## src/rtl/avalon_frame_reader.sv

```systemverilog
// avalon_frame_reader
//   Avalon-MM read master that fetches one frame of 16-bit pixels starting at
//   a programmed word address, buffers the returned words in a show-ahead
//   FIFO and presents them as a valid/ready stream with SOF/EOF markers.
// Ports
//   clk, rst           : clock (rising edge), asynchronous active-low reset
//   start, frame_base  : frame request pulse and first word address
//   busy, done         : frame in progress / one-cycle completion pulse
//   read_n, write_n, address, byteEnable_n, waitrequest,
//   readdatavalid, readData : Avalon-MM master interface (read only)
//   pix_data, pix_valid, pix_ready, pix_sof, pix_eof : pixel stream
//   err_overflow       : sticky unexpected or overflowing return
module avalon_frame_reader #(
  parameter int unsigned FRAME_WORDS = 76800,
  parameter int unsigned FIFO_DEPTH  = 8,
  parameter int unsigned ADDR_W      = 32
) (
  input  logic              clk,
  input  logic              rst,
  input  logic              start,
  input  logic [ADDR_W-1:0] frame_base,
  output logic              busy,
  output logic              done,
  output logic              read_n,
  output logic              write_n,
  output logic [ADDR_W-1:0] address,
  output logic [1:0]        byteEnable_n,
  input  logic              waitrequest,
  input  logic              readdatavalid,
  input  logic [15:0]       readData,
  output logic [15:0]       pix_data,
  output logic              pix_valid,
  input  logic              pix_ready,
  output logic              pix_sof,
  output logic              pix_eof,
  output logic              err_overflow
);

  localparam int unsigned CW = $clog2(FRAME_WORDS + 1);
  localparam int unsigned PW = $clog2(FIFO_DEPTH);

  typedef enum logic [1:0] {S_IDLE, S_ISSUE, S_DRAIN} state_t;

  state_t            state_q, state_d;
  logic [ADDR_W-1:0] address_q, address_d;
  logic [CW-1:0]     issued_q, issued_d;
  logic [CW-1:0]     accepted_q, accepted_d;
  logic [PW:0]       outst_q, outst_d;
  logic [PW:0]       fifo_cnt_q, fifo_cnt_d;
  logic [PW-1:0]     wr_ptr_q, wr_ptr_d;
  logic [PW-1:0]     rd_ptr_q, rd_ptr_d;
  logic              err_q, err_d;
  logic [15:0]       fifo_mem_q [FIFO_DEPTH];

  logic fifo_empty, fifo_full, pop, push, rtn_ok, rd_req, issue, credit_ok;

  assign fifo_empty = (fifo_cnt_q == '0);
  assign fifo_full  = (fifo_cnt_q == (PW+1)'(FIFO_DEPTH));
  assign pix_valid  = !fifo_empty;
  assign pop        = pix_valid & pix_ready;
  assign pix_data   = fifo_mem_q[rd_ptr_q];
  assign pix_sof    = pix_valid & (accepted_q == '0);
  assign pix_eof    = pix_valid & (accepted_q == CW'(FRAME_WORDS - 1));

  // Words in flight plus words buffered never exceed the FIFO size. The sum
  // cannot grow without an issue, so a request raised under a stall stays
  // raised until the slave takes it.
  assign credit_ok = ({1'b0, outst_q} + {1'b0, fifo_cnt_q}) < (PW+2)'(FIFO_DEPTH);
  assign rd_req    = (state_q == S_ISSUE) & credit_ok;
  assign issue     = rd_req & !waitrequest;

  // A return with nothing outstanding is dropped without touching the count;
  // a return into a full FIFO is only legal if the head leaves the same cycle.
  assign rtn_ok = readdatavalid & (outst_q != '0);
  assign push   = rtn_ok & (!fifo_full | pop);

  assign read_n       = !rd_req;
  assign write_n      = 1'b1;
  assign byteEnable_n = 2'b00;
  assign address      = address_q;
  assign err_overflow = err_q;
  assign done         = (state_q == S_DRAIN) & (accepted_q == CW'(FRAME_WORDS));
  assign busy         = (state_q != S_IDLE) & !done;

  always_comb begin
    state_d    = state_q;
    address_d  = address_q;
    issued_d   = issued_q;
    accepted_d = accepted_q + CW'(pop);
    case (state_q)
      S_IDLE: begin
        if (start) begin
          state_d    = S_ISSUE;
          address_d  = frame_base;
          issued_d   = '0;
          accepted_d = '0;
        end
      end
      S_ISSUE: begin
        if (issue) begin
          address_d = address_q + ADDR_W'(1);
          issued_d  = issued_q + CW'(1);
          if (issued_d == CW'(FRAME_WORDS)) state_d = S_DRAIN;
        end
      end
      S_DRAIN: begin
        if (done) state_d = S_IDLE;
      end
      default: state_d = S_IDLE;
    endcase
  end

  always_comb begin
    outst_d    = outst_q;
    fifo_cnt_d = fifo_cnt_q;
    wr_ptr_d   = wr_ptr_q;
    rd_ptr_d   = rd_ptr_q;
    err_d      = err_q;
    case ({issue, rtn_ok})
      2'b10:   outst_d = outst_q + (PW+1)'(1);
      2'b01:   outst_d = outst_q - (PW+1)'(1);
      default: outst_d = outst_q;
    endcase
    case ({push, pop})
      2'b10:   fifo_cnt_d = fifo_cnt_q + (PW+1)'(1);
      2'b01:   fifo_cnt_d = fifo_cnt_q - (PW+1)'(1);
      default: fifo_cnt_d = fifo_cnt_q;
    endcase
    if (push) wr_ptr_d = wr_ptr_q + PW'(1);
    if (pop)  rd_ptr_d = rd_ptr_q + PW'(1);
    if (readdatavalid & !push) err_d = 1'b1;
  end

  always_ff @(posedge clk or negedge rst) begin
    if (!rst) begin
      state_q    <= S_IDLE;
      address_q  <= '0;
      issued_q   <= '0;
      accepted_q <= '0;
      outst_q    <= '0;
      fifo_cnt_q <= '0;
      wr_ptr_q   <= '0;
      rd_ptr_q   <= '0;
      err_q      <= 1'b0;
    end else begin
      state_q    <= state_d;
      address_q  <= address_d;
      issued_q   <= issued_d;
      accepted_q <= accepted_d;
      outst_q    <= outst_d;
      fifo_cnt_q <= fifo_cnt_d;
      wr_ptr_q   <= wr_ptr_d;
      rd_ptr_q   <= rd_ptr_d;
      err_q      <= err_d;
    end
  end

  always_ff @(posedge clk) begin
    if (push) fifo_mem_q[wr_ptr_q] <= readData;
  end

endmodule

```

## config.mk

```make
export PLATFORM = sky130hd
export DESIGN_NAME = avalon_frame_reader
export DESIGN_NICKNAME = d
export VERILOG_FILES = /design/src/rtl/avalon_frame_reader.sv
export SDC_FILE = /design/constraint.sdc
export NUM_CORES = 1
export LEC_CHECK = 0
export ABC_AREA = 0
export ABC_CLOCK_PERIOD_IN_PS = 2800
export CORE_ASPECT_RATIO = 0.9
export CORE_MARGIN = 10
export CORE_UTILIZATION = 53
export CTS_BUF_LIST = sky130_fd_sc_hd__clkbuf_4
export CTS_CLUSTER_SIZE = 10
export DETAILED_ROUTE_END_ITERATION = 10
export MAX_ROUTING_LAYER = met4
export PLACE_DENSITY = 0.78
export SYNTH_ARGS = -nofsm -noshare
export SYNTH_HDL_FRONTEND = slang
export SYNTH_SLANG_ARGS = --single-unit
```

## constraint.sdc

```tcl
create_clock -name clk -period 2.8 [get_ports clk]
set_input_delay 0.84 -clock clk [delete_from_list [all_inputs] [get_ports clk]]
set_output_delay 0.84 -clock clk [all_outputs]
set_load 0.03 [all_outputs]
```

==> flow_summary.toml <==
[global_routing]
antenna_found_initial = 0
grt_start_max_net_pins = 61
grt_usage_pct = 20.5
grt_pass1_vias = 7315
grt_first_pass_wirelength_um = 39200
globalRouteOverflowTotal = 0

[setup_path]
cpMostUsedCell = "buf_4"
worstPathArrival_ps = 2560
cp.required_ps = 1960
path_cells = "or4_4 > nor4_4 > nand4_1 > buf_4 > nor3b_2 > buf_4"
critical_path.top_delay_family = "simple AND/OR/NAND/NOR gates"
worst-path-buf-inv = 2
start_kind = "register"
r2r_cells = 11
critPathMaxFanout = 2
cp-startpoint = "accepted_q[3]"
reg2reg_from = "outst_q[3]"
critPathMaxStageDelay_ps = 520
path_depth = 6
worst_setup_path_end_kind = "output pin"
critPathKind = "register to output pin"
critPathSlowestCell = "or4_4"

[floorplanning]
die_h_um = 149
die_w_um = 164
die_area_um2 = 24500
start_util_pct = 53.8
placementRows = 47
coreArea_um2 = 18300
ios = 112

[clock_network]
clock-sinks = 211
h-tree-depth = 2
cts_root_buf = "clkbuf_4"
cts.clk_slew.worst_paths_ps = 70
hold_buffers = 0
cts_tree = "built"
clkLatencyLatePin_ps = 710
cts_buffers = 52
cts_buffer_depth = 3

[logic_synthesis]
ys_ff_latch = 211
ys_warn_count = 0
synth.distinct_cells = 75
postSynth.asyncResetShare_pct = 39.3
syn_area_um2 = 9870
avgSynthCellArea_um2 = 12.9
synthCells = 765
synth-edff-count = 128
synthFlopType = "edfxtp_1"
ys_seq_area_share_pct = 60.0

[cells_and_area]
most-common-layout-cells = "edfxtp_1 (128), clkdlybuf4s50_1 (84), dfrtp_1 (81), clkbuf_4 (80), buf_4 (60)"
final_nets = 1024
n_antenna_cell = 0
layout-drive-gt1-share_pct = 27.1
final_common_cell = "edfxtp_1"
area_growth_pct = 27.5

[run]
maxCapViolCount = 0

[sta]
period_share_pct = 121
relSlewSlack_pct = 56.6
fmax_ghz = 0.294
period_needed_ps = 3400
hold_viol_final = 0
setup_ws_ps = -596
hold_ws_ps = 139
setup_violations = 20
rsz0062_at_grt = "yes"
skew_ps = 77.3
slew_violations = 0
tightestPinTransition_ps = 647

[drt]
num_vias = 7148
via_per_inst = 5.81
dr.pass1.iters = 5
drc = 0
finalWirelength_um = 24400
post_drt_wl_per_cell_um = 19.8
postRouteAntennaNets = 0
drtIter0Drc = 524

[placement]
portBuffers = 108
dp.final_hpwl_um = 15700
dp_slack_ps = -268
gp_congestion = 0.885

[run_status]
failed_checks = "negative setup slack"
status = "complete, but fails checks"

[power_and_ir_drop]
powerDensity_nw_per_um2 = 1040
internal_power_w = 0.00820
p_leak_nw = 4.83
vdd_drop_max_mv = 0.605
p_clk_share_pct = 19.1
pwr-share-seq_pct = 35.0
swShare_pct = 37.6
comb_power_share_pct = 45.9
p_switching_w = 0.00493

[hold_path]
hold_path.class = "primary input to asynchronous set/reset pin"
[Yosys cell counts, types with 3 or more instances]
master / number / area [µm²]
edfxtp_1: 128 / 3840
dfrtp_1: 83 / 2080
nand2_1: 51 / 191
nor2_1: 47 / 176
a21oi_1: 42 / 210
o21ai_0: 42 / 210
mux4_2: 32 / 721
nand3_1: 26 / 130
clkbuf_1: 21 / 78.8
inv_1: 19 / 71.3
and3_1: 17 / 106
mux2_2: 17 / 191
nand4_1: 17 / 106
a31oi_1: 16 / 100
xnor2_1: 16 / 140
nor3_1: 15 / 75.1
ha_1: 14 / 175
buf_2: 13 / 65.1
xor2_1: 11 / 96.3
o22a_1: 9 / 78.8
and2_1: 8 / 50.1
nor4_1: 8 / 50.1
nor3b_1: 6 / 45.0
o22ai_1: 6 / 37.5
or3_1: 6 / 37.5
o31ai_1: 5 / 37.5
a311oi_1: 4 / 35.0
and4_1: 4 / 35.0
buf_1: 4 / 15.0
buf_4: 4 / 30.0
nand2b_1: 4 / 25.0
a21o_1: 3 / 22.5
a2bb2oi_1: 3 / 26.3
buf_6: 3 / 33.8
mux2i_1: 3 / 30.0
nor3_2: 3 / 30.0
[cell families after synthesis]
family	count (synthesis)	synth area share [%]
simple gates	231	12.3
compound gates	159	10.3
flops	211	60.0
xor+xnor	27	2.39
fa+ha+maj	16	2.18
buf+inv	66	3.16
other cells	2	0.0761
mux	53	9.66
[through the flow]
stage / instances / power, W / util (%) / cell area [µm²] / TNS, ps
after floorplan: 766 / 0.00783 / - / 9910 / -15050
after global placement: 1132 / 0.00988 / 63.4 / 11600 / -626
after detailed placement: 1132 / 0.0100 / 63.4 / 11600 / -3120
after CTS: 1228 / 0.0130 / 68.2 / 12500 / -8740
after global routing: 1230 / 0.0138 / 68.6 / 12600 / -9450
final: 1230 / 0.0131 / 68.6 / 12600 / -7560
[per-layer routing]
layer	GRT usage, %	part of all wire [%]	vias up
met5	-	0	-
met4	5.13	1.4	0
met3	5.25	5.9	32
met2	32.5	50	243
met1	25.9	43	3551
li1	-	-	3322
[worst paths after layout]
check	end	slack [ps]
min in group clk	err_overflow	490
setup / recovery	done	-600
setup reg to reg	outst_q[3]	300
max in group asynchronous	fifo_cnt_q[0]	2040
hold / removal	issued_q[6]	140
hold reg to reg	err_overflow	490
[power groups by stage]
stage / clock [W] / combinational [W] / sequential (W)
floorplan: 0 / 0.00294 / 0.00489
global placement: 0 / 0.00529 / 0.00459
detailed placement: 0 / 0.00539 / 0.00462
CTS: 0.00255 / 0.00587 / 0.00457
global route: 0.00273 / 0.00644 / 0.00467
finish: 0.00251 / 0.00603 / 0.00459
[repair_timing]
action	in CTS	in global routing
resized for setup	125	18
hold endpoints to repair	0	0
endpoints found under the setup margin	22	23
pin swaps	8	3
buffers inserted	10	2
gates cloned	1	1
[state kept, by name, indices dropped and copies added (netlist names)]
register and flops:
outst_q 4, fifo_mem_q 128, fifo_cnt_q 4, rd_ptr_q 3, issued_q 17, err_overflow 1, state_q 2, accepted_q 17
wr_ptr_q 3, address 32
[final cells by class]
class,instances,area [µm²]
flip-flops and latches,211,5920
fillers,1265,5750
multi-input cells,489,3820
repair buffers,180,1830
clock buffers,80,601
well taps,245,307
inverters,20,75.1
clock inverters,5,32.5
No activity file was read; power rests on OpenSTA's default activity.
